## src/rtl/arith_sched_pkg.sv

```systemverilog
// Shared types and constants for the Division/Root operation scheduler.
package arith_sched_pkg;

  localparam logic MODE_DIV  = 1'b0;
  localparam logic MODE_ROOT = 1'b1;

  localparam int unsigned Data1W  = 10;
  localparam int unsigned Data2W  = 3;
  localparam int unsigned ResultW = 20;

  typedef enum logic [1:0] {
    StIdle,
    StIssue,
    StWait,
    StHold
  } sched_state_e;

  typedef struct packed {
    logic              mode;
    logic [Data1W-1:0] data_1;
    logic [Data2W-1:0] data_2;
  } sched_req_t;

endpackage

```

## src/rtl/sched_req_fifo.sv

```systemverilog
// Request FIFO for the scheduler: registered count, power-of-two depth, pointers wrap naturally.
module sched_req_fifo
  import arith_sched_pkg::*;
#(
  parameter int unsigned DEPTH = 4,
  localparam int unsigned PtrW = (DEPTH > 1) ? $clog2(DEPTH) : 1,
  localparam int unsigned CntW = $clog2(DEPTH + 1)
) (
  input  logic            clk_i,
  input  logic            rst_ni,
  input  logic            push_i,
  input  sched_req_t      wdata_i,
  input  logic            pop_i,
  output sched_req_t      rdata_o,
  output logic            full_o,
  output logic            empty_o,
  output logic [CntW-1:0] count_o
);

  sched_req_t mem_q [DEPTH];

  logic [PtrW-1:0] wr_ptr_q, wr_ptr_d;
  logic [PtrW-1:0] rd_ptr_q, rd_ptr_d;
  logic [CntW-1:0] count_q, count_d;
  logic            push, pop;

  assign full_o  = (count_q == CntW'(DEPTH));
  assign empty_o = (count_q == '0);
  assign count_o = count_q;
  assign rdata_o = mem_q[rd_ptr_q];

  // A full FIFO refuses pushes even when a pop frees a slot in the same cycle.
  assign push = push_i && !full_o;
  assign pop  = pop_i && !empty_o;

  always_comb begin
    wr_ptr_d = wr_ptr_q;
    rd_ptr_d = rd_ptr_q;
    count_d  = count_q;
    if (push) wr_ptr_d = wr_ptr_q + PtrW'(1);
    if (pop)  rd_ptr_d = rd_ptr_q + PtrW'(1);
    if (push && !pop) begin
      count_d = count_q + CntW'(1);
    end else if (!push && pop) begin
      count_d = count_q - CntW'(1);
    end
  end

  always_ff @(posedge clk_i or negedge rst_ni) begin
    if (!rst_ni) begin
      wr_ptr_q <= '0;
      rd_ptr_q <= '0;
      count_q  <= '0;
    end else begin
      wr_ptr_q <= wr_ptr_d;
      rd_ptr_q <= rd_ptr_d;
      count_q  <= count_d;
    end
  end

  always_ff @(posedge clk_i) begin
    if (push) mem_q[wr_ptr_q] <= wdata_i;
  end

endmodule

```

## src/rtl/arith_op_scheduler.sv

```systemverilog
// Issues queued Division/Root requests one at a time, waits for the unit's done pulse under a
// timeout watchdog, and returns each result in order on a valid/ready port.
module arith_op_scheduler
  import arith_sched_pkg::*;
#(
  parameter int unsigned DEPTH   = 4,
  parameter int unsigned TIMEOUT = 64
) (
  input  logic               clk,
  input  logic               rst_n,
  input  logic               req_valid,
  output logic               req_ready,
  input  logic               req_mode,
  input  logic [Data1W-1:0]  req_data_1,
  input  logic [Data2W-1:0]  req_data_2,
  output logic               div_start,
  output logic               root_start,
  output logic [Data1W-1:0]  unit_data_1,
  output logic [Data2W-1:0]  unit_data_2,
  input  logic               div_done,
  input  logic [ResultW-1:0] div_result,
  input  logic               root_done,
  input  logic [ResultW-1:0] root_result,
  output logic               out_valid,
  input  logic               out_ready,
  output logic [ResultW-1:0] out_data,
  output logic               out_mode,
  output logic               out_err,
  output logic               busy
);

  localparam int unsigned TimerW = $clog2(TIMEOUT);
  localparam int unsigned CntW   = $clog2(DEPTH + 1);

  sched_state_e       state_q, state_d;
  sched_req_t         op_q, op_d;
  logic [TimerW-1:0]  timer_q, timer_d, timer_inc;
  logic               out_valid_q, out_valid_d;
  logic [ResultW-1:0] out_data_q, out_data_d;
  logic               out_mode_q, out_mode_d;
  logic               out_err_q, out_err_d;

  sched_req_t         fifo_wdata, fifo_rdata;
  logic               fifo_pop, fifo_full, fifo_empty;
  logic [CntW-1:0]    fifo_count;
  logic               sel_done;
  logic [ResultW-1:0] sel_result;

  assign fifo_wdata = '{mode: req_mode, data_1: req_data_1, data_2: req_data_2};

  sched_req_fifo #(
    .DEPTH(DEPTH)
  ) u_fifo (
    .clk_i  (clk),
    .rst_ni (rst_n),
    .push_i (req_valid && req_ready),
    .wdata_i(fifo_wdata),
    .pop_i  (fifo_pop),
    .rdata_o(fifo_rdata),
    .full_o (fifo_full),
    .empty_o(fifo_empty),
    .count_o(fifo_count)
  );

  // Only the unit that was started may complete the op.
  assign sel_done   = (op_q.mode == MODE_ROOT) ? root_done : div_done;
  assign sel_result = (op_q.mode == MODE_ROOT) ? root_result : div_result;
  assign timer_inc  = timer_q + TimerW'(1);

  always_comb begin
    state_d     = state_q;
    op_d        = op_q;
    timer_d     = timer_q;
    out_valid_d = out_valid_q;
    out_data_d  = out_data_q;
    out_mode_d  = out_mode_q;
    out_err_d   = out_err_q;
    fifo_pop    = 1'b0;
    div_start   = 1'b0;
    root_start  = 1'b0;
    unique case (state_q)
      StIdle: begin
        if (!fifo_empty) begin
          fifo_pop = 1'b1;
          op_d     = fifo_rdata;
          state_d  = StIssue;
        end
      end
      StIssue: begin
        div_start  = (op_q.mode == MODE_DIV);
        root_start = (op_q.mode == MODE_ROOT);
        timer_d    = '0;
        state_d    = StWait;
      end
      StWait: begin
        // Timer holds cycles elapsed since the start pulse; done wins over a coincident timeout.
        timer_d = timer_inc;
        if (sel_done) begin
          out_valid_d = 1'b1;
          out_err_d   = 1'b0;
          out_mode_d  = op_q.mode;
          out_data_d  = sel_result;
          state_d     = StHold;
        end else if (timer_inc == TimerW'(TIMEOUT - 1)) begin
          out_valid_d = 1'b1;
          out_err_d   = 1'b1;
          out_mode_d  = op_q.mode;
          out_data_d  = '0;
          state_d     = StHold;
        end
      end
      StHold: begin
        if (out_ready) begin
          out_valid_d = 1'b0;
          state_d     = StIdle;
        end
      end
      default: state_d = StIdle;
    endcase
  end

  always_ff @(posedge clk or negedge rst_n) begin
    if (!rst_n) begin
      state_q     <= StIdle;
      op_q        <= '0;
      timer_q     <= '0;
      out_valid_q <= 1'b0;
      out_data_q  <= '0;
      out_mode_q  <= 1'b0;
      out_err_q   <= 1'b0;
    end else begin
      state_q     <= state_d;
      op_q        <= op_d;
      timer_q     <= timer_d;
      out_valid_q <= out_valid_d;
      out_data_q  <= out_data_d;
      out_mode_q  <= out_mode_d;
      out_err_q   <= out_err_d;
    end
  end

  assign req_ready   = !fifo_full;
  assign unit_data_1 = op_q.data_1;
  assign unit_data_2 = op_q.data_2;
  assign out_valid   = out_valid_q;
  assign out_data    = out_data_q;
  assign out_mode    = out_mode_q;
  assign out_err     = out_err_q;
  assign busy        = (state_q != StIdle) || (fifo_count != '0);

endmodule

```

## config.mk

```make
export PLATFORM = sky130hd
export DESIGN_NAME = arith_op_scheduler
export DESIGN_NICKNAME = d
export VERILOG_FILES = /design/src/rtl/arith_sched_pkg.sv /design/src/rtl/sched_req_fifo.sv /design/src/rtl/arith_op_scheduler.sv
export SDC_FILE = /design/constraint.sdc
export NUM_CORES = 1
export LEC_CHECK = 0
export BUFFER_PORTS_ARGS = -buffer_cell sky130_fd_sc_hd__clkbuf_2
export CAP_MARGIN = 20
export CORE_AREA = 4 4 107 109
export CTS_CLUSTER_DIAMETER = 40
export CTS_CLUSTER_SIZE = 16
export DETAILED_ROUTE_END_ITERATION = 12
export DIE_AREA = 0 0 111 113
export GPL_TIMING_DRIVEN = 0
export HOLD_SLACK_MARGIN = 0.15
export PLACE_DENSITY = 0.68
export SLEW_MARGIN = 15
export SYNTH_ARGS = -nofsm -noshare
export SYNTH_HDL_FRONTEND = slang
export SYNTH_HIERARCHICAL = 1
export SYNTH_SLANG_ARGS = --single-unit
```

## constraint.sdc

```tcl
create_clock -name clk -period 2.6 [get_ports clk]
set_clock_uncertainty 0.1 [all_clocks]
set_input_delay 0 -clock clk [delete_from_list [all_inputs] [get_ports clk]]
set_output_delay 0 -clock clk [all_outputs]
set_load 0.005 [all_outputs]
```

# After elaboration in Yosys (flattened, before gate mapping)
# Memories as Yosys holds them, arrays and structs flattened. A register that Yosys moved wholly into a read port is not among the register bits.
# Cells that the tools add are included.
# classes
add_sub_neg	5
n_eq_ne	8
mux	25
n_bitwise	2
reduce_logical	23
# op_table
cell	count
20-bit two-way mux	3
1-bit two-way mux	13
6-bit one-hot mux with 2 select lines	1
2-bit nonzero test	5
2-bit two-way mux	4
2-bit one-hot mux with 4 select lines	1
6-bit by 1-bit adder with 6-bit output (second input constant)	1
6-bit == test (second input constant)	1
3-bit two-way mux	2
3-bit AND reduction	2
1-bit logical AND	5
1-bit logical NOT	5
2-bit by 1-bit adder with 2-bit output (second input constant)	2
2-bit == test (second input constant)	2
2-bit inequality test (second input constant)	2
2-bit AND reduction	2
3-bit by 1-bit adder with 3-bit output (second input constant)	1
3-bit == test (second input constant)	1
3-bit logical NOT	1
3-bit inequality test (second input constant)	1
3-bit nonzero test	1
3-bit by 1-bit subtractor with 3-bit output (second input constant)	1
2-bit by 1-bit == test with 1-bit output (second input constant)	1
2-bit logical NOT	1
3 further kinds	4
# totals
reg_bits	38
mem_bits_rw	56
input_bits	60
output_inout_bits	40
elab_cells	73
mem_count	1
# memory_table
memory	words	word_bits	rd	rd_ports_with_merged_regs	wr	line	source
u_fifo.mem_q	4	14	1	1	1	sched_req_fifo.sv:20	sched_req_t mem_q [DEPTH];

# Depth between registers and ports, before layout
# Gate-level depths: netlist of the first run.
# logic_depth
ltp_word	8
depth_mapped	12
mapped_depth_nobuf	10

# By module
# The synthesis of the first run kept the hierarchy.
# modules_own_cells
mod	instances	cells_per_inst	area_each_um2	seq_area_each_um2
sched_req_fifo	1	109	2462.4	1856.8
arith_op_scheduler	1	186	2290.9	1126.1

# Worst setup path after synthesis of the first run
# Ideal clock, no wire load.
# synth_path
kind	flip-flop to flip-flop
from	register u_fifo.count_q[0], in the netlist u_fifo/count_o[0]
to	register u_fifo.count_q[2], in the netlist u_fifo/count_o[2]
setup_time_ns	0.079
arrival_ns	2.362
t_required_ns	2.421
setup_slack_ns	0.059
stages_incl_launch_ff	13
n_path_buf	2
period_less_slack_ns	2.541
cell_sequence	dfrtp_1 -> or3_1 -> inv_1 -> nor2b_1 -> clkbuf_1 -> buf_2 -> nand2_1 -> ha_1 -> inv_1 -> fa_1 -> xor2_1 -> nor2_1 -> xor2_1
# synth_via
elab_chain_cells	7
elab_cells_between_ends	18
cone_classes	add/sub: 2; eq/ne: 1; mux: 4; reduce/logical: 11
# synth_rtl
item	line	source
from (decl)	sched_req_fifo.sv:24	logic [CntW-1:0] count_q, count_d;
from (signal assigned)	sched_req_fifo.sv:57	count_q <= count_d;
3-bit logical NOT (*)	sched_req_fifo.sv:28	assign empty_o = (count_q == '0);
net fifo_empty	arith_op_scheduler.sv:44	logic fifo_pop, fifo_full, fifo_empty;
1-bit two-way mux (*)	arith_op_scheduler.sv:83	if (!fifo_empty) begin
1-bit two-way mux (*)	arith_op_scheduler.sv:81	unique case (state_q)
net fifo_pop	arith_op_scheduler.sv:44	
1-bit logical AND (*)	sched_req_fifo.sv:34	assign pop = pop_i && !empty_o;
1-bit logical NOT	sched_req_fifo.sv:42	if (push && !pop) begin
1-bit logical AND	sched_req_fifo.sv:42	
3-bit two-way mux / 2-bit nonzero test (equally long branches)	-	
# Mark *: on every way through the listed nets, which the timed path passes. The rest lies on a longest branch. The select of a mux whose other input is x is not followed.
# A chain may end at the register's enable or synchronous reset.

# Worst setup path after layout of the first run
# layout_path
from	register u_fifo.count_q[1], in the netlist u_fifo/count_o[1]
to	register u_fifo.count_q[2], in the netlist u_fifo/count_o[2]
# The elaborated chain is that of the path after synthesis.

==> impl_metrics.ini, run 1 <==
[clock_network]
cts_tree = yes
clock_latency_ns = 0.37
clock_sinks = 108
clk_pin_slew_worst_paths_ns = 0.10
cts_buffers = 9
cts_buffer_depth = 2
root_buffer = clkbuf_8
htree_levels = 3

[floorplan]
die_h_um = 113
die_w_um = 111
rows = 38
start_util = 0.448
io_pins = 100
die_area_sq_mm = 0.0125
core_sq_mm = 0.0106

[sta]
hold_violations = 0
slew_viol_final = 0
finalCritPeriodShare = 0.941
rsz0062_at_grt = false
relSlewSlack = 0.434
max_freq_mhz = 409
worstMarginPinSlew_ns = 0.850
period_minus_slack_ns = 2.45
setup_violations = 0

[finish]
fin_nets = 540
area_delta_synth_final_pct = 31.9
design_area_sq_mm = 0.00627
layout-drive-gt1-share = 0.386
fillers = 807
layout.cells.non_filler = 612
diodes = 0

[critical_path]
required_ns = 2.79
path_cells = or3_4 > inv_2 > nor2b_4 > buf_6 > nand2_1 > ha_1 > inv_1 > fa_1 > xor2_1 > nor2_1 > xor2_1
startpoint_type = register
cp_common_cell = xor2_1
endpoint_kind = register
critPathKind = reg -> reg
cp_slowest_cell = dfrtp_2
reg2reg_depth = 11
arrival_ns = 2.63
cp_max_fo = 11
worst_path_largest_cell_delay_ns = 0.45

[synthesis]
ys.flop_type = edfxtp_1
synthesis.area_sq_mm = 0.00475
synth_edf_count = 56
synth_seq_cells = 108
synth_cell_types = 50
ys_warn_count = 6
ys_async_sr_fraction = 0.481
syn-instance-count = 295
ys_seq_area_frac = 0.628
avgSynthCellArea_sq_um = 16.1
synth_nets = 368

[drt]
route.met2.wl_um = 5200
firstDrtPassIters = 4
drt_wl_total_um = 10100
wl_per_cell_um = 16.4
ant_nets = 0
wl_met1_um = 4170
routed-wl-met3_um = 602
drt_iter0_markers = 152
vias = 2992
highest_layer = met4
routed_via_density = 4.89
drc = 0

[grt]
grtUsageTotal = 0.166
grt_pass1_vias = 3255
grt_pass1_wl_um = 16600
gr-total-overflow = 0
grt_max_degree = 53
antenna_found_initial = 0

[power]
p_leak_nw = 2.68
ir_drop_v = 0.000534
powerDensity_mw_per_mm2 = 1050
power_mw = 6.55

[place]
place_hpwl_um = 6350
io_buffers = 99
finalWeightedCongestion = 0.808
dpl.cell_count = 534
postPlaceCellArea_sq_mm = 0.00543

[run_status]
status = complete, no violations

[worst_hold_path]
hp-class = in -> async

[run]
cap_viol_max_count = 0
logic make-up after synthesis:
group,synth area share
AO/OA/AOI/OAI,0.0737
XOR/XNOR,0.0111
adder cells (fa/ha/maj),0.0358
buffers and inverters,0.0508
flip-flops,0.628
multiplexers,0.155
AND/OR/NAND/NOR,0.0466
metrics by stage:
stage	setup slack (ns)	TNS [ns]	util	hold slack, ns
floorplan	0.0587	0	-	-0.396
global placement	-0.290	-0.509	0.512	0.114
detailed placement	-0.335	-0.587	0.512	0.0347
CTS	0.0107	0	0.588	0.173
global route	0.0163	0	0.591	0.201
finish	0.153	0	0.591	0.155
worst max-delay path: cells and delay by family (launching register included):
| kind | cells | cell delay, ns |
|---|---|---|
| buf+inv | 3 | 0.30 |
| simple gates | 4 | 0.66 |
| xor+xnor | 2 | 0.30 |
| flops | 1 | 0.45 |
| fa+ha+maj | 2 | 0.56 |
layer usage:
metal,GRT usage,vias to the layer above
li1,-,1438
met1,0.202,1449
met2,0.295,98
met3,0.0444,7
met4,0.0452,0
met5,0,-
cells in the final DEF (no fill, tap or decap), types with 9 or more instances in the layout:
cell type,count
mux4_2,13
buf_4,17
mux2_2,15
dfrtp_1,50
ha_1,12
edfxtp_1,56
dlygate4sd3_1,59
o2bb2ai_1,22
clkbuf_2,99
inv_1,9
mux2i_1,22
clkbuf_8,9
cell usage after synthesis, types with 2 or more instances:
library cell / count / share of area
clkbuf_1: 5 / 0.0039
edfxtp_1: 56 / 0.35
mux4_2: 13 / 0.062
buf_4: 13 / 0.021
nand2_1: 4 / 0.0032
xor2_1: 2 / 0.0037
o21a_1: 2 / 0.0032
nand2b_1: 2 / 0.0026
nor2b_1: 5 / 0.0066
ha_1: 12 / 0.032
o2bb2ai_1: 22 / 0.041
nor3_1: 3 / 0.0032
nand3b_1: 2 / 0.0032
xnor2_1: 4 / 0.0074
nand3_1: 3 / 0.0032
mux2_2: 15 / 0.036
o31ai_1: 2 / 0.0032
buf_6: 4 / 0.0095
and2_1: 5 / 0.0066
a21oi_1: 2 / 0.0021
buf_2: 3 / 0.0032
inv_1: 10 / 0.0079
o21ai_0: 3 / 0.0032
nor2_1: 5 / 0.0039
dfrtp_1: 52 / 0.27
mux2i_1: 22 / 0.046
registers in the layout (all words and copies together) (netlist names):
name             flops
state_q              2
unit_data_1         10
u_fifo/rd_ptr_q      2
out_err              1
out_valid            1
u_fifo/mem_q        56
unit_data_2          3
timer_q              6
u_fifo/wr_ptr_q      2
out_mode             1
out_data            20
op_q                 1
u_fifo/count_o       3
path summary, 6_finish.rpt:
path,slack [ns],endpoint,from
max,0.15,u_fifo/count_o[2],u_fifo/count_o[1]
min,0.16,out_data[1],rst_n
max reg2reg,0.15,u_fifo/count_o[2],u_fifo/count_o[1]
min reg2reg,0.40,out_data[11],out_data[11]
max in group asynchronous,1.74,u_fifo/count_o[1],rst_n
min in group clk,0.28,u_fifo/mem_q[1][8],req_data_1[5]
area by class of cell:
class	count	area (sq um)	area share
clock buffer	10	128	0.0204
sequential	108	2990	0.476
clock inverter	6	73.8	0.0118
tap	140	175	0.0279
timing repair buffer	162	1120	0.178
buffer	26	204	0.0325
inverter	11	41.3	0.00659
multi-input combinational	149	1540	0.246
report_power, final:
part	internal (mW)	switching [mW]
combinational	1.57	1.28
clock	0.456	0.568
sequential	2.39	0.292
total	4.41	2.14
what timing repair did:
item	CTS	global route
setup endpoints to repair	2	7
endpoints found under the hold margin	133	0
pin swaps	0	0
resized for setup	5	5
hold buffers	59	0
buffers inserted	0	4
Note: power is estimated with default switching activity, not from simulation.
==> run 2: changes to the inputs <==
Settings changed: ABC_CLOCK_PERIOD_IN_PS from default to 2600, BUFFER_PORTS_ARGS -buffer_cell sky130_fd_sc_hd__clkbuf_2 to -buffer_cell sky130_fd_sc_hd__buf_2, CTS_CLUSTER_SIZE 16 to default.
==> run 2 against run 1 <==
Net effect: die area is the same; utilization rose by 0.24 points; clock power about the same; routed wire length up 0.98%; non-clock buffer count unchanged; sequential share of layout area down 0.19 points; largest power group unchanged; cell area is 0.40% higher; setup slack worse by 0.024 ns; critical endpoint unchanged; first-iteration DRC count fell by 17%; maximum frequency is 0.99% lower.
==> impl_metrics.ini, run 2 (same netlist as run 1, synthesis figures left out) <==
[run_status]
status = complete, no violations

[drt]
wl_per_cell_um = 16.6
firstDrtPassIters = 4
drt_iter0_markers = 126
ant_nets = 0
vias = 3068
routed_via_density = 5.01
drc = 0
drt_wl_total_um = 10200

[sta]
hold_violations = 0
worstMarginPinSlew_ns = 0.824
finalCritPeriodShare = 0.951
relSlewSlack = 0.451
slew_viol_final = 0
period_minus_slack_ns = 2.47
max_freq_mhz = 405
rsz0062_at_grt = false
fin_setup_tns_ns = 0
setup_violations = 0

[clock_network]
cts_buffers = 9
cts_buffer_depth = 2
clock_latency_ns = 0.36
clk_pin_slew_worst_paths_ns = 0.11
root_buffer = clkbuf_8
htree_levels = 3
cts_tree = yes
clock_sinks = 108

[power]
clkPwrFrac = 0.160
cell_internal_pwr_mw = 4.40
power_switching_mw = 2.13
p_comb_frac = 0.433
ir_drop_v = 0.000474
powerDensity_mw_per_mm2 = 1040
switching_share = 0.326
p_leak_nw = 2.67
pwr-share-seq = 0.407

[grt]
gr-total-overflow = 0
grtUsageTotal = 0.170
grt_max_degree = 47
grt_pass1_vias = 3330
antenna_found_initial = 0
grt_pass1_wl_um = 17100

[critical_path]
startpoint_type = register
cp_max_fo = 11
critPathBufInv = 3
cp_common_cell = xor2_1
arrival_ns = 2.65
cp_slowest_cell = dfrtp_2
crit_family = simple AND/OR/NAND/NOR gates
timing.rr.end = u_fifo/count_o[2]
critPathKind = reg -> reg
endpoint_kind = register
rrSetupSlack_ns = 0.13
worstReg2RegStart = u_fifo/count_o[1]
worst_path_largest_cell_delay_ns = 0.45
path_cells = or3_1 > inv_2 > nor2b_4 > buf_6 > nand2_1 > ha_1 > inv_1 > fa_1 > xor2_1 > nor2_1 > xor2_1
required_ns = 2.78
critPathLaunch = u_fifo/count_o[1]
reg2reg_depth = 11

[finish]
layout-drive-gt1-share = 0.379
area_delta_synth_final_pct = 32.4
final_cell_mix = buf_2 (100), dlygate4sd3_1 (60), edfxtp_1 (56)
largest_register = u_fifo/mem_q
fin_nets = 540
layout.cells.non_filler = 612
diodes = 0
largest_reg_flops = 56
layout_commonest_cell = buf_2
fin_util = 0.593

[floorplan]
core_sq_mm = 0.0106
die_w_um = 111
io_pins = 100
die_h_um = 113
rows = 38
start_util = 0.448
die_area_sq_mm = 0.0125

[worst_hold_path]
whs_endpoint = out_valid
hold_start = root_done
hold_path_depth = 6
hp-class = in -> reg

[place]
place_hpwl_um = 6170
dpl.cell_count = 534
io_buffers = 99
finalWeightedCongestion = 0.821

[run]
cap_viol_max_count = 0
-- run 2: layout make-up --
| type | count | area [sq um] |
|---|---|---|
| buffer | 26 | 203 |
| clock buffer | 9 | 124 |
| clock inverter | 7 | 86.3 |
| fill | 792 | 4310 |
| inverter | 11 | 41.3 |
| multi-input combinational | 149 | 1540 |
| sequential | 108 | 2990 |
| tap | 140 | 175 |
| timing repair buffer | 162 | 1140 |
-- run 2: stage by stage --
stage	area (sq um)	setup slack, ns	power (mW)	hold slack, ns
after CTS	6280	0.0333	6.58	0.252
after floorplan	4750	0.0587	4.48	-0.396
final	6290	0.128	6.53	0.275
after detailed placement	5430	-0.280	5.30	-0.00762
after global placement	5420	-0.288	5.22	0.110
after global routing	6290	0.0118	6.96	0.288
-- run 2: power groups by stage --
stage               clock network, mW  registers [mW]  logic [mW]
floorplan                           0            2.65        1.82
global placement                    0            2.67        2.54
detailed placement                  0            2.70        2.60
CTS                              1.09            2.65        2.84
global route                     1.15            2.72        3.09
finish                           1.05            2.66        2.82
-- run 2: what timing repair did --
| action | CTS | global route |
|---|---|---|
| setup endpoints to repair | 2 | 2 |
| hold buffers | 61 | 0 |
| buffers inserted | 1 | 1 |
| resized for setup | 5 | 2 |
| hold endpoints to repair | 133 | 0 |
-- run 2: routing by layer --
| layer | GRT usage | share of wire |
|---|---|---|
| met4 | 0.0378 | 0.012 |
| met2 | 0.299 | 0.51 |
| met5 | 0 | 0 |
| met3 | 0.0417 | 0.047 |
| met1 | 0.215 | 0.43 |
-- run 2: worst max-delay path by stage --
| stage | end | slack (ns) | cells after the start |
|---|---|---|---|
| global placement | u_fifo/count_o[1] | -0.29 | 10 |
| detailed placement | u_fifo/count_o[1] | -0.28 | 10 |
| global route | out_data[3] | 0.01 | 6 |
| finish | u_fifo/count_o[2] | 0.13 | 11 |
| floorplan | u_fifo/count_o[2] | 0.06 | 12 |
| CTS | u_fifo/count_o[2] | 0.03 | 11 |
-- run 2: worst min-delay path, cell delays in order --
cell	delay, ns
buf_2	0.07
mux2i_1	0.11
o211ai_1	0.11
o22ai_1	0.11
o31ai_1	0.23
o21ai_0	0.07
